<file path="src/rtl/div_seq4_pkg.sv">
// Shared definitions for the div_seq4 sequential divider: operand width,
// counter width, state encodings and the operand word type.
package div_seq4_pkg;

  localparam int unsigned N  = 4;
  localparam int unsigned CW = $clog2(N + 1);

  // Plain constants keep the encoding visible to older tools and waveform viewers.
  localparam logic [1:0] StIdle = 2'd0;
  localparam logic [1:0] StRun  = 2'd1;
  localparam logic [1:0] StFin  = 2'd2;

  typedef logic [N-1:0] word_t;

endpackage

</file>
<file path="src/rtl/div_seq4_if.sv">
// Request/result bundle for div_seq4. The master issues start with A/B;
// the slave (the divider) answers with ready, done, Q, R and dbz.
interface div_seq4_if;
  import div_seq4_pkg::*;

  logic  start;
  word_t A;
  word_t B;
  logic  ready;
  logic  done;
  word_t Q;
  word_t R;
  logic  dbz;

  modport master (
    output start, A, B,
    input  ready, done, Q, R, dbz
  );

  modport slave (
    input  start, A, B,
    output ready, done, Q, R, dbz
  );

endinterface

</file>
<file path="src/rtl/sub_rippleN.sv">
// W-bit ripple-borrow subtractor: D = X - Y, Bout set when X < Y.
// Built as a chain of full-subtractor cells, LSB first.
module sub_rippleN #(
  parameter int unsigned W = 5
) (
  input  logic [W-1:0] X,
  input  logic [W-1:0] Y,
  output logic [W-1:0] D,
  output logic         Bout
);

  logic [W:0] b;

  assign b[0] = 1'b0;

  for (genvar i = 0; i < W; i++) begin : g_cell
    // Full-subtractor cell: difference and borrow-out from X[i], Y[i], borrow-in.
    assign D[i]   = X[i] ^ Y[i] ^ b[i];
    assign b[i+1] = (~X[i] & Y[i]) | (~(X[i] ^ Y[i]) & b[i]);
  end

  assign Bout = b[W];

endmodule

</file>
<file path="src/rtl/div_seq4.sv">
// Sequential restoring divider, one quotient bit per clock. Results are
// published into output registers that hold until the next result.
module div_seq4
  import div_seq4_pkg::*;
(
  input logic       clk,
  input logic       rst_n,
  div_seq4_if.slave bus
);

  logic [1:0]    state_q, state_d;
  logic [CW-1:0] cnt_q, cnt_d;
  logic [N-1:0]  quo_q, quo_d;
  logic [N-1:0]  div_q, div_d;
  logic [N:0]    rem_q, rem_d;
  logic [N-1:0]  q_q, q_d;
  logic [N-1:0]  r_q, r_d;
  logic          dbz_q, dbz_d;
  logic          done_q, done_d;

  logic [N:0]    rem_sh;
  logic [N:0]    trial;
  logic          borrow;

  // The shifted remainder never needs its top bit beyond the trial subtract.
  logic          unused_rem_msb;
  assign unused_rem_msb = rem_q[N];

  assign rem_sh = {rem_q[N-1:0], quo_q[N-1]};

  sub_rippleN #(
    .W (N + 1)
  ) u_sub (
    .X    (rem_sh),
    .Y    ({1'b0, div_q}),
    .D    (trial),
    .Bout (borrow)
  );

  // Next-state logic: operand capture, restoring step and result publication.
  always_comb begin
    state_d = state_q;
    cnt_d   = cnt_q;
    quo_d   = quo_q;
    div_d   = div_q;
    rem_d   = rem_q;
    q_d     = q_q;
    r_d     = r_q;
    dbz_d   = dbz_q;
    done_d  = 1'b0;

    case (state_q)
      StIdle: begin
        if (bus.start) begin
          quo_d   = bus.A;
          div_d   = bus.B;
          rem_d   = '0;
          cnt_d   = CW'(N);
          state_d = (bus.B == '0) ? StFin : StRun;
        end
      end

      StRun: begin
        // Borrow means the trial went negative: keep the shifted remainder.
        rem_d = borrow ? rem_sh : trial;
        quo_d = {quo_q[N-2:0], ~borrow};
        cnt_d = cnt_q - CW'(1);
        if (cnt_q == CW'(1)) begin
          q_d     = quo_d;
          r_d     = rem_d[N-1:0];
          dbz_d   = 1'b0;
          done_d  = 1'b1;
          state_d = StFin;
        end
      end

      StFin: begin
        // Arriving from RUN the result is already published (done_q set).
        // Arriving on divide-by-zero it is published here, one cycle later.
        if (!done_q) begin
          q_d    = '1;
          r_d    = quo_q;
          dbz_d  = 1'b1;
          done_d = 1'b1;
        end else begin
          state_d = StIdle;
        end
      end

      default: state_d = StIdle;
    endcase
  end

  // State and datapath registers with asynchronous active-low clear.
  always_ff @(posedge clk or negedge rst_n) begin
    if (!rst_n) begin
      state_q <= StIdle;
      cnt_q   <= '0;
      quo_q   <= '0;
      div_q   <= '0;
      rem_q   <= '0;
      q_q     <= '0;
      r_q     <= '0;
      dbz_q   <= 1'b0;
      done_q  <= 1'b0;
    end else begin
      state_q <= state_d;
      cnt_q   <= cnt_d;
      quo_q   <= quo_d;
      div_q   <= div_d;
      rem_q   <= rem_d;
      q_q     <= q_d;
      r_q     <= r_d;
      dbz_q   <= dbz_d;
      done_q  <= done_d;
    end
  end

  assign bus.ready = (state_q == StIdle);
  assign bus.done  = done_q;
  assign bus.Q     = q_q;
  assign bus.R     = r_q;
  assign bus.dbz   = dbz_q;

endmodule

</file>
<file path="src/flat_wrapper.sv">
// flat-port wrapper written by rule: the top's interface ports become plain ports
module div_seq4_flat import div_seq4_pkg::*;
  (clk, rst_n, bus_start, bus_A, bus_B, bus_ready, bus_done, bus_Q, bus_R, bus_dbz);
  div_seq4_if bus_i ();
  input logic clk;
  input logic rst_n;
  input wire logic [$bits(bus_i.start)-1:0] bus_start;
  input wire logic [$bits(bus_i.A)-1:0] bus_A;
  input wire logic [$bits(bus_i.B)-1:0] bus_B;
  output wire logic [$bits(bus_i.ready)-1:0] bus_ready;
  output wire logic [$bits(bus_i.done)-1:0] bus_done;
  output wire logic [$bits(bus_i.Q)-1:0] bus_Q;
  output wire logic [$bits(bus_i.R)-1:0] bus_R;
  output wire logic [$bits(bus_i.dbz)-1:0] bus_dbz;
  assign bus_i.start = bus_start;
  assign bus_i.A = bus_A;
  assign bus_i.B = bus_B;
  assign bus_ready = bus_i.ready;
  assign bus_done = bus_i.done;
  assign bus_Q = bus_i.Q;
  assign bus_R = bus_i.R;
  assign bus_dbz = bus_i.dbz;
  div_seq4 u_core (.clk(clk), .rst_n(rst_n), .bus(bus_i));
endmodule
</file>
<file path="config.mk">
export PLATFORM = sky130hd
export DESIGN_NAME = div_seq4_flat
export DESIGN_NICKNAME = d
export VERILOG_FILES = /design/src/rtl/div_seq4_pkg.sv /design/src/rtl/div_seq4_if.sv /design/src/rtl/sub_rippleN.sv /design/src/rtl/div_seq4.sv /design/src/flat_wrapper.sv
export SDC_FILE = /design/constraint.sdc
export NUM_CORES = 1
export LEC_CHECK = 0
export CAP_MARGIN = 20
export CORE_MARGIN = 3
export CORE_UTILIZATION = 53
export DETAILED_ROUTE_END_ITERATION = 16
export GPL_ROUTABILITY_DRIVEN = 1
export PLACE_DENSITY = 0.78
export SYNTH_ARGS = -nofsm -noshare
export SYNTH_HDL_FRONTEND = slang
export SYNTH_SLANG_ARGS = --single-unit
</file>
<file path="constraint.sdc">
create_clock -name clk -period 2.6 [get_ports clk]
set_input_delay 0.52 -clock clk [delete_from_list [all_inputs] [get_ports clk]]
set_output_delay 0.52 -clock clk [all_outputs]
set_load 0.005 [all_outputs]
</file>
## Word-level counts from Yosys, hierarchy flattened

Cells that the tools add are included.

- Input port bits: 11
- Flip-flop bits (word level): 27
- Logic and storage cells: 76
- Output and inout port bits: 11

- Add/sub/neg operators: 1
- Reduce and logical (&&, ||, !) cells: 8
- Bitwise gates (word level): 27
- Multiplexer cells: 24
- Equality and inequality tests: 7

Operators by type and width:

| cell | number |
|---|---|
| $pmux 4 s2 | 4 |
| $mux 4 | 7 |
| $not 1->1 | 9 |
| $and 1x1->1 | 8 |
| $mux 2 | 4 |
| $xor 1x1->1 | 7 |
| $pmux 2 s3 | 1 |
| $pmux 3 s2 | 1 |
| $reduce_and 3->1 | 2 |
| $logic_not 4->1 | 1 |
| $mux 1 | 4 |
| $ne 2x1->1 const B | 2 |
| $ne 2x2->1 const B | 2 |
| $pmux 1 s2 | 2 |
| $reduce_and 2->1 | 2 |
| $reduce_bool 2->1 | 2 |
| $eq 3x1->1 const B | 1 |
| $mux 3 | 1 |
| $or 1x1->1 | 3 |
| $sub 3x1->3 const B | 1 |
| $eq 2x1->1 const B | 1 |
| $eq 2x2->1 const B | 1 |
| $logic_not 2->1 | 1 |

## Depth between registers and ports, before layout

Gate-level depths: netlist of run 1.

- Depth in word-level cells: 12
- Gate-level depth with buffers: 11
- Gate-level depth less buffers: 10

## Hierarchy

Synthesis of run 1 repeated with hierarchy kept, for this count alone.

- Cell total of the unflattened synthesis: 158
- Area total of the unflattened synthesis: 1527.7 µm²

By module, submodules not included:

| module | seq. area each (µm²) | area an instance (µm²) | instances | cells each |
|---|---|---|---|---|
| div_seq4 | 675.6 | 1390.1 | 1 | 141 |
| sub_rippleN | 0.0 | 137.6 | 1 | 17 |

## Least setup slack after synthesis of run 1

OpenSTA, ideal clock, no wires.

- Path kind: register to register
- Start point: register u_core.quo_q[3]
- End point: register u_core.r_q[0] (netlist: u_core.bus.R[0])
- Period minus slack after synthesis: 2.352 ns
- Arrival time: 2.227 ns
- Setup time: 0.125 ns
- Path buffers: 1
- Data required time: 2.475 ns
- Stages on the path, launching flop included: 12
- Path slack: 0.248 ns
- Cell sequence: dfrtp_1 -> inv_1 -> ha_1 -> inv_1 -> fa_1 -> inv_1 -> fa_1 -> fa_1 -> nand2b_1 -> buf_2 -> a311oi_1 -> mux2_2

- Longest elaborated chain between the ends: 12
- Elaborated cells between the ends (all ways): 13
- Those cells by class: mux: 3; bitwise: 10

RTL lines:

| item | RTL line | text |
|---|---|---|
| start: declaration | div_seq4.sv:13 | `logic [N-1:0] quo_q, quo_d;` |
| start signal: assignment | div_seq4.sv:109 | `quo_q <= quo_d;` |
| $not 1->1 | sub_rippleN.sv:19 | `assign b[i+1] = (~X[i] & Y[i]) \| (~(X[i] ^ Y[i]) & b[i]);` |
| $and 1x1->1 (2 in a row) | sub_rippleN.sv:19 |  |
| $or 1x1->1 | sub_rippleN.sv:19 |  |
| $and 1x1->1 | sub_rippleN.sv:19 |  |
| $or 1x1->1 | sub_rippleN.sv:19 |  |
| $and 1x1->1 | sub_rippleN.sv:19 |  |
| $or 1x1->1 | sub_rippleN.sv:19 |  |
| $and 1x1->1 | sub_rippleN.sv:19 |  |
| $mux 4 (*) | div_seq4.sv:65 | `rem_d = borrow ? rem_sh : trial;` |
| $mux 4 (*) | div_seq4.sv:68 | `if (cnt_q == CW'(1)) begin` |
| $pmux 4 s2 (*) | div_seq4.sv:52 | `case (state_q)` |
| end signal: assignment | div_seq4.sv:113 | `r_q <= r_d;` |
| end: declaration | div_seq4.sv:17 | `logic [N-1:0] r_q, r_d;` |

Mark *: on every way between the ends. The rest lies on a longest branch, timed or not. The select of a mux whose other input is x is not followed.
A chain may end at the register's enable or synchronous reset.

## Worst setup path in the final report of run 1

- Start point: register u_core.quo_q[3]
- End point: register u_core.r_q[3] (netlist: u_core.bus.R[3])

- Longest elaborated chain between the ends: 12
- Elaborated cells between the ends (all ways): 14
- Those cells by class: mux: 4; bitwise: 10

RTL lines:

| item | RTL line |
|---|---|
| $not 1->1 | sub_rippleN.sv:19 |
| $and 1x1->1 (2 in a row) | sub_rippleN.sv:19 |
| $or 1x1->1 | sub_rippleN.sv:19 |
| $and 1x1->1 | sub_rippleN.sv:19 |
| $or 1x1->1 | sub_rippleN.sv:19 |
| $and 1x1->1 | sub_rippleN.sv:19 |
| $or 1x1->1 | sub_rippleN.sv:19 |
| $and 1x1->1 | sub_rippleN.sv:19 |
| $mux 4 | div_seq4.sv:65 |
| $mux 4 | div_seq4.sv:68 |
| $pmux 4 s2 (*) | div_seq4.sv:52 |

Marked as above.

==> results of run 1 <==
[flip-flops by register name, summed over array words and instances (netlist names)]
signal and cells:
u_core.bus.Q 4, u_core.bus.R 4, u_core.div_q 4, u_core.quo_q 4, u_core.rem_q 4, u_core.cnt_q 3, u_core.state_q 2, u_core.bus.dbz 1
u_core.bus.done 1
[final cells by class]
class	instances	area, um^2	area share, %
Sequential cell	27	676	37.2
Multi-Input combinational cell	91	763	42.0
Timing Repair Buffer	26	248	13.6
Tap cell	30	37.5	2.06
Clock buffer	4	26.3	1.45
Inverter	18	67.6	3.72
[cell usage in the layout, fill, tap and decap left out, types with 3 or more instances in the layout]
master / instances
a211oi_1: 3
a21oi_1: 3
a221oi_1: 3
buf_4: 5
clkbuf_4: 3
clkdlybuf4s50_1: 21
dfrtp_1: 27
ha_1: 6
inv_1: 18
mux2_2: 7
mux2i_1: 10
nand2_1: 9
nor2_1: 4
nor2b_1: 5
nor4b_1: 3
o21ai_0: 9
[stage by stage]
stage	std cells	total power, mW	area, um^2
5_1_grt	196	2.79	1820
3_3_place_gp	190	2.31	1770
6_report	196	2.55	1820
4_1_cts	194	2.53	1800
3_5_place_dp	190	2.35	1770
2_1_floorplan	142	1.86	1530
[path summary, 6_finish.rpt]
kind	from	endpoint	depth (start not counted)
max in group asynchronous	rst_n	u_core.div_q[1]$_DFFE_PN0P_	2
max	u_core.quo_q[3]$_DFFE_PN0P_	u_core.bus.R[3]$_DFFE_PN0P_	10
max reg2reg	u_core.quo_q[3]$_DFFE_PN0P_	u_core.bus.R[3]$_DFFE_PN0P_	10
min in group asynchronous	rst_n	u_core.bus.Q[3]$_DFFE_PN0P_	2
min	u_core.cnt_q[1]$_DFFE_PN0P_	u_core.cnt_q[1]$_DFFE_PN0P_	2
min reg2reg	u_core.cnt_q[1]$_DFFE_PN0P_	u_core.cnt_q[1]$_DFFE_PN0P_	2
[worst max-delay path, stage by stage, from the launching register on]
cell	delay, ns
dfrtp_1	0.40
inv_1	0.08
ha_1	0.17
inv_1	0.06
fa_1	0.15
inv_1	0.05
fa_1	0.39
fa_2	0.57
nor2b_1	0.14
a221oi_1	0.09
mux2_2	0.32
[timing repair]
action / CTS / global route
gates resized for setup: 0 / 1
endpoints found under the setup margin: 0 / 5
endpoints found under the hold margin: 0 / 0
setup buffers: 0 / 2
[routing by layer]
metal  track usage [%]  part of all wire, %
met2              31.0                   48
met5                 0                    0
met1              26.3                   46
met3              2.81                  4.1
met4              8.54                  1.6
[power breakdown]
group	internal (mW)	switching, mW	total [mW]	leakage [nW]
clock	0.0602	0.125	0.185	0.0150
combinational	0.831	0.755	1.59	0.435
sequential	0.623	0.158	0.780	0.332
[kinds of logic after synthesis]
family / Yosys count / share of synthesized area, %
DFF: 27 / 44.0
muxes: 17 / 11.7
AOI/OAI and AO/OA: 35 / 17.9
buffers and inverters: 24 / 6.36
adders and majority gates: 9 / 8.81
and+or+nand+nor: 30 / 11.3
==> results_dict.tcl, run 1 <==
set metrics [dict create \
    numPortBuffers 21 \
    routed_via_density 5.93 \
    final_nets 187 \
    yosys_register_bits 27 \
    syn-mean-instance-area_um2 10.8 \
    clkTransAtPathRegs_ns 0.14 \
    die_h_um 59.8 \
    place_ws_ns 0.117 \
    route.vias.total 1162 \
    slew_headroom_pct 31.9 \
    wirelength_um 3110 \
    ios 22 \
    postCtsHoldBufs 0 \
    synthTopCellsByCount "dfrtp_1 (27), inv_1 (18), mux2i_1 (10)" \
    antenna_cells 0 \
    maxSlewViolCount 0 \
    max-cap-violations 0 \
    final.min_clock_period_ns 2.50 \
    synthCells 142 \
    track_usage_pct 19.5 \
    synth-edff-count 0 \
    avgRoutedWirePerCell_um 15.9 \
    drive_gt1_share_pct 12.7 \
    num_rows 18 \
    synth_area_leaders "dfrtp_1 (44%), mux2i_1 (6.5%), mux2_2 (5.1%), ha_1 (4.9%), inv_1 (4.4%)" \
    cts_tree "built" \
    antenna_found_initial 0 \
    start_util_pct 58.7 \
    final_util_pct 69.6 \
    ir_drop_mv 0.958 \
    critPathKind "reg2reg" \
    cp-start-kind "flip-flop" \
    tightest_slew_ns 0.993 \
    n_fill_cell 202 \
    clk_latency_ns 0.33 \
    hold_slack_ns 0.502 \
    grt_pass1_wl_um 5220 \
    required_ns 2.83 \
    drt-initial-drc-count 78 \
    clockBufferDepth 2 \
    finalCritPeriodShare_pct 96.2 \
    fmax_mhz 400 \
    numCtsBuffers 3 \
    synth_top_area_share_pct 44.0 \
    synthArstFlopShare_pct 100 \
    core_um2 2610 \
    synthMostInstantiatedCell "dfrtp_1" \
    total_leakage_power_nw 0.781 \
    cts_max_level 1 \
    grt-ovfl-total 0 \
    synth_cell_types 36 \
    yosysTopAreaCell "dfrtp_1" \
    first_global_vias 1123 \
    netlist_area_um2 1530 \
    globalplace.congestion 0.895 \
    critPathArrivalTime_ns 2.73 \
    synthFlopType "dfrtp_1" \
    post-route-drc-count 0 \
    die_x_um 59.8 \
    cp_max_fo 3 \
    final.setup.tns_ns 0 \
    synth-seq-area-share_pct 44.0 \
    yosysWarnings 0 \
    skew_ns 0.00283 \
    p_per_area_nw_per_um2 1400 \
    setup_ws_ns 0.0978 \
    critical_path.endpoint_type "flip-flop" \
    status "finished clean" \
    finalHoldViolCount 0 \
    synth_nets 162 \
    hpwl_um 2330 \
    drt-pass1-iter-count 4 \
    syn2layout_area_growth_pct 18.5 \
    clockRootBuffer "clkbuf_4" \
    antenna_left 0 \
    clock_sinks 27 \
    setup_viol 0 \
    rrSetupSlack_ns 0.1 \
    grt_start_max_net_pins 28 \
    dieArea_um2 3580 \
    hold_class "reg2reg" \
]
(Power assumes the default switching activity.)
==> inputs of run 2 (changes only) <==
--- a/config.mk
+++ b/config.mk
@@ -11,6 +11,7 @@
 export DETAILED_ROUTE_END_ITERATION = 16
 export GPL_ROUTABILITY_DRIVEN = 1
 export PLACE_DENSITY = 0.78
+export SETUP_SLACK_MARGIN = 0.02
 export SYNTH_ARGS = -nofsm -noshare
 export SYNTH_HDL_FRONTEND = slang
 export SYNTH_SLANG_ARGS = --single-unit
==> run 2 against run 1 <==
Cell count is 0.51% higher. Critical path depth unchanged. First-iteration DRC count fell by 37%. Sequential power about the same. Largest power group unchanged. Power is 2.8% higher. Combinational power grew 4%. Non-clock buffer count grew 1. Final area up 0.76%. Worst setup slack lost 0.013 ns. Utilization increased by 0.53 points. Register-to-register slack about the same. Maximum frequency is 0.50% lower. Critical endpoint unchanged.
==> results_dict.tcl, run 2 (synthesized netlist as in run 1, its figures left out) <==
set metrics [dict create \
    antenna_found_initial 0 \
    start_util_pct 58.7 \
    route.vias.total 1179 \
    globalplace.congestion 0.895 \
    critPathKind "reg2reg" \
    die_x_um 59.8 \
    dieArea_um2 3580 \
    cts_max_level 1 \
    final_util_pct 70.1 \
    r2r_start "u_core.quo_q[3]$_DFFE_PN0P_" \
    critPathArrivalTime_ns 2.74 \
    clock_sinks 27 \
    place_ws_ns 0.117 \
    grt_pass1_wl_um 5220 \
    num_rows 18 \
    grt_start_max_net_pins 28 \
    die_h_um 59.8 \
    syn2layout_area_growth_pct 19.4 \
    finalHoldViolCount 0 \
    hold_class "reg2reg" \
    core_um2 2610 \
    drt-initial-drc-count 49 \
    first_global_vias 1123 \
    cp-start-kind "flip-flop" \
    hp-start "u_core.cnt_q[1]$_DFFE_PN0P_" \
    wirelength_um 3150 \
    clk_latency_ns 0.33 \
    ios 22 \
    drt-pass1-iter-count 4 \
    finalCritPeriodShare_pct 96.7 \
    post-route-drc-count 0 \
    p_per_area_nw_per_um2 1430 \
    slew_headroom_pct 31.9 \
    status "finished clean" \
    grt-ovfl-total 0 \
    tightest_slew_ns 0.993 \
    track_usage_pct 19.5 \
    total_leakage_power_nw 0.789 \
    antenna_cells 0 \
    numPortBuffers 21 \
    max-cap-violations 0 \
    min_to "u_core.cnt_q[1]$_DFFE_PN0P_" \
    final.setup.tns_ns 0 \
    maxSlewViolCount 0 \
    cts_tree "built" \
    setup_ws_ns 0.0852 \
    skew_ns 0.00381 \
    final.min_clock_period_ns 2.51 \
    layout_commonest_cell "dfrtp_1" \
    placed_area_um2 1770 \
    avgRoutedWirePerCell_um 16.0 \
    drive_gt1_share_pct 13.8 \
    final_area_um2 1830 \
    final_cell_mix "dfrtp_1 (27), clkdlybuf4s50_1 (21), inv_1 (18)" \
    cp_max_fo 3 \
    antenna_left 0 \
    critical_path.endpoint_type "flip-flop" \
    ir_drop_mv 0.960 \
    numCtsBuffers 3 \
    whs_path_depth 2 \
    clkTransAtPathRegs_ns 0.15 \
    rrSetupSlack_ns 0.09 \
    reg2reg_depth 10 \
    routed_via_density 5.98 \
    hpwl_um 2330 \
    r2r-end "u_core.bus.R[3]$_DFFE_PN0P_" \
    n_fill_cell 202 \
    final_nets 188 \
    required_ns 2.83 \
    clockRootBuffer "clkbuf_4" \
    fmax_mhz 398 \
    clockBufferDepth 2 \
    setup_viol 0 \
]
[run 2: changes by cell type in the layout (fill, tap and decap cells not counted), sizes merged]
cell	previous run	this run
buf	5	6
[run 2: power breakdown]
group | total [mW] | internal, mW | switching (mW)
clock | 0.185 | 0.0602 | 0.125
sequential | 0.783 | 0.623 | 0.160
combinational | 1.65 | 0.873 | 0.781
total | 2.62 | 1.56 | 1.07
[run 2: layout make-up]
cell class	instances	area (um^2)	share of cell area [%]
multi-input combinational	91	769	42.0
sequential	27	676	36.9
timing repair buffer	27	255	13.9
inverter	18	67.6	3.69
tap	30	37.5	2.05
clock buffer	4	26.3	1.43
[run 2: stage by stage]
| stage | hold slack [ns] | cells | power (mW) |
|---|---|---|---|
| 2_1_floorplan | 0.224 | 142 | 1.86 |
| 3_3_place_gp | 0.463 | 190 | 2.31 |
| 3_5_place_dp | 0.471 | 190 | 2.35 |
| 4_1_cts | 0.503 | 194 | 2.53 |
| 5_1_grt | 0.534 | 197 | 2.86 |
| 6_report | 0.509 | 197 | 2.62 |
[run 2: per-layer routing]
layer	wire length, um	global-route usage, %
met5	0	0
met4	56	8.54
met3	133	2.81
met2	1490	31.0
met1	1470	26.3
[run 2: what timing repair did]
| item | 4_1_cts | 5_1_grt |
|---|---|---|
| gates resized for setup | 0 | 3 |
| setup buffers | 0 | 3 |
| setup endpoints to repair | 0 | 5 |
| hold buffers | 0 | 0 |
[run 2: worst max-delay path by stage]
stage                                            from                           to  slack [ns]  depth (start not counted)
after floorplan           u_core.quo_q[3]$_DFFE_PN0P_  u_core.bus.R[0]$_DFFE_PN0P_        0.25                         11
after global placement    u_core.quo_q[3]$_DFFE_PN0P_  u_core.bus.R[0]$_DFFE_PN0P_        0.18                         11
after detailed placement  u_core.quo_q[3]$_DFFE_PN0P_  u_core.bus.R[0]$_DFFE_PN0P_        0.12                         11
after CTS                 u_core.quo_q[3]$_DFFE_PN0P_  u_core.bus.R[0]$_DFFE_PN0P_        0.09                         10
after global routing      u_core.quo_q[3]$_DFFE_PN0P_  u_core.bus.R[3]$_DFFE_PN0P_       -0.04                         10
final                     u_core.quo_q[3]$_DFFE_PN0P_  u_core.bus.R[3]$_DFFE_PN0P_        0.09                         10
[run 2: critical path: stages, from the launching register on]
cell and delay [ns]:
dfrtp_1 0.41, inv_1 0.09, ha_1 0.18, inv_1 0.06, fa_1 0.15, inv_1 0.05
fa_2 0.35, fa_2 0.59, nor2b_1 0.16, a221oi_1 0.10, mux2_4 0.30
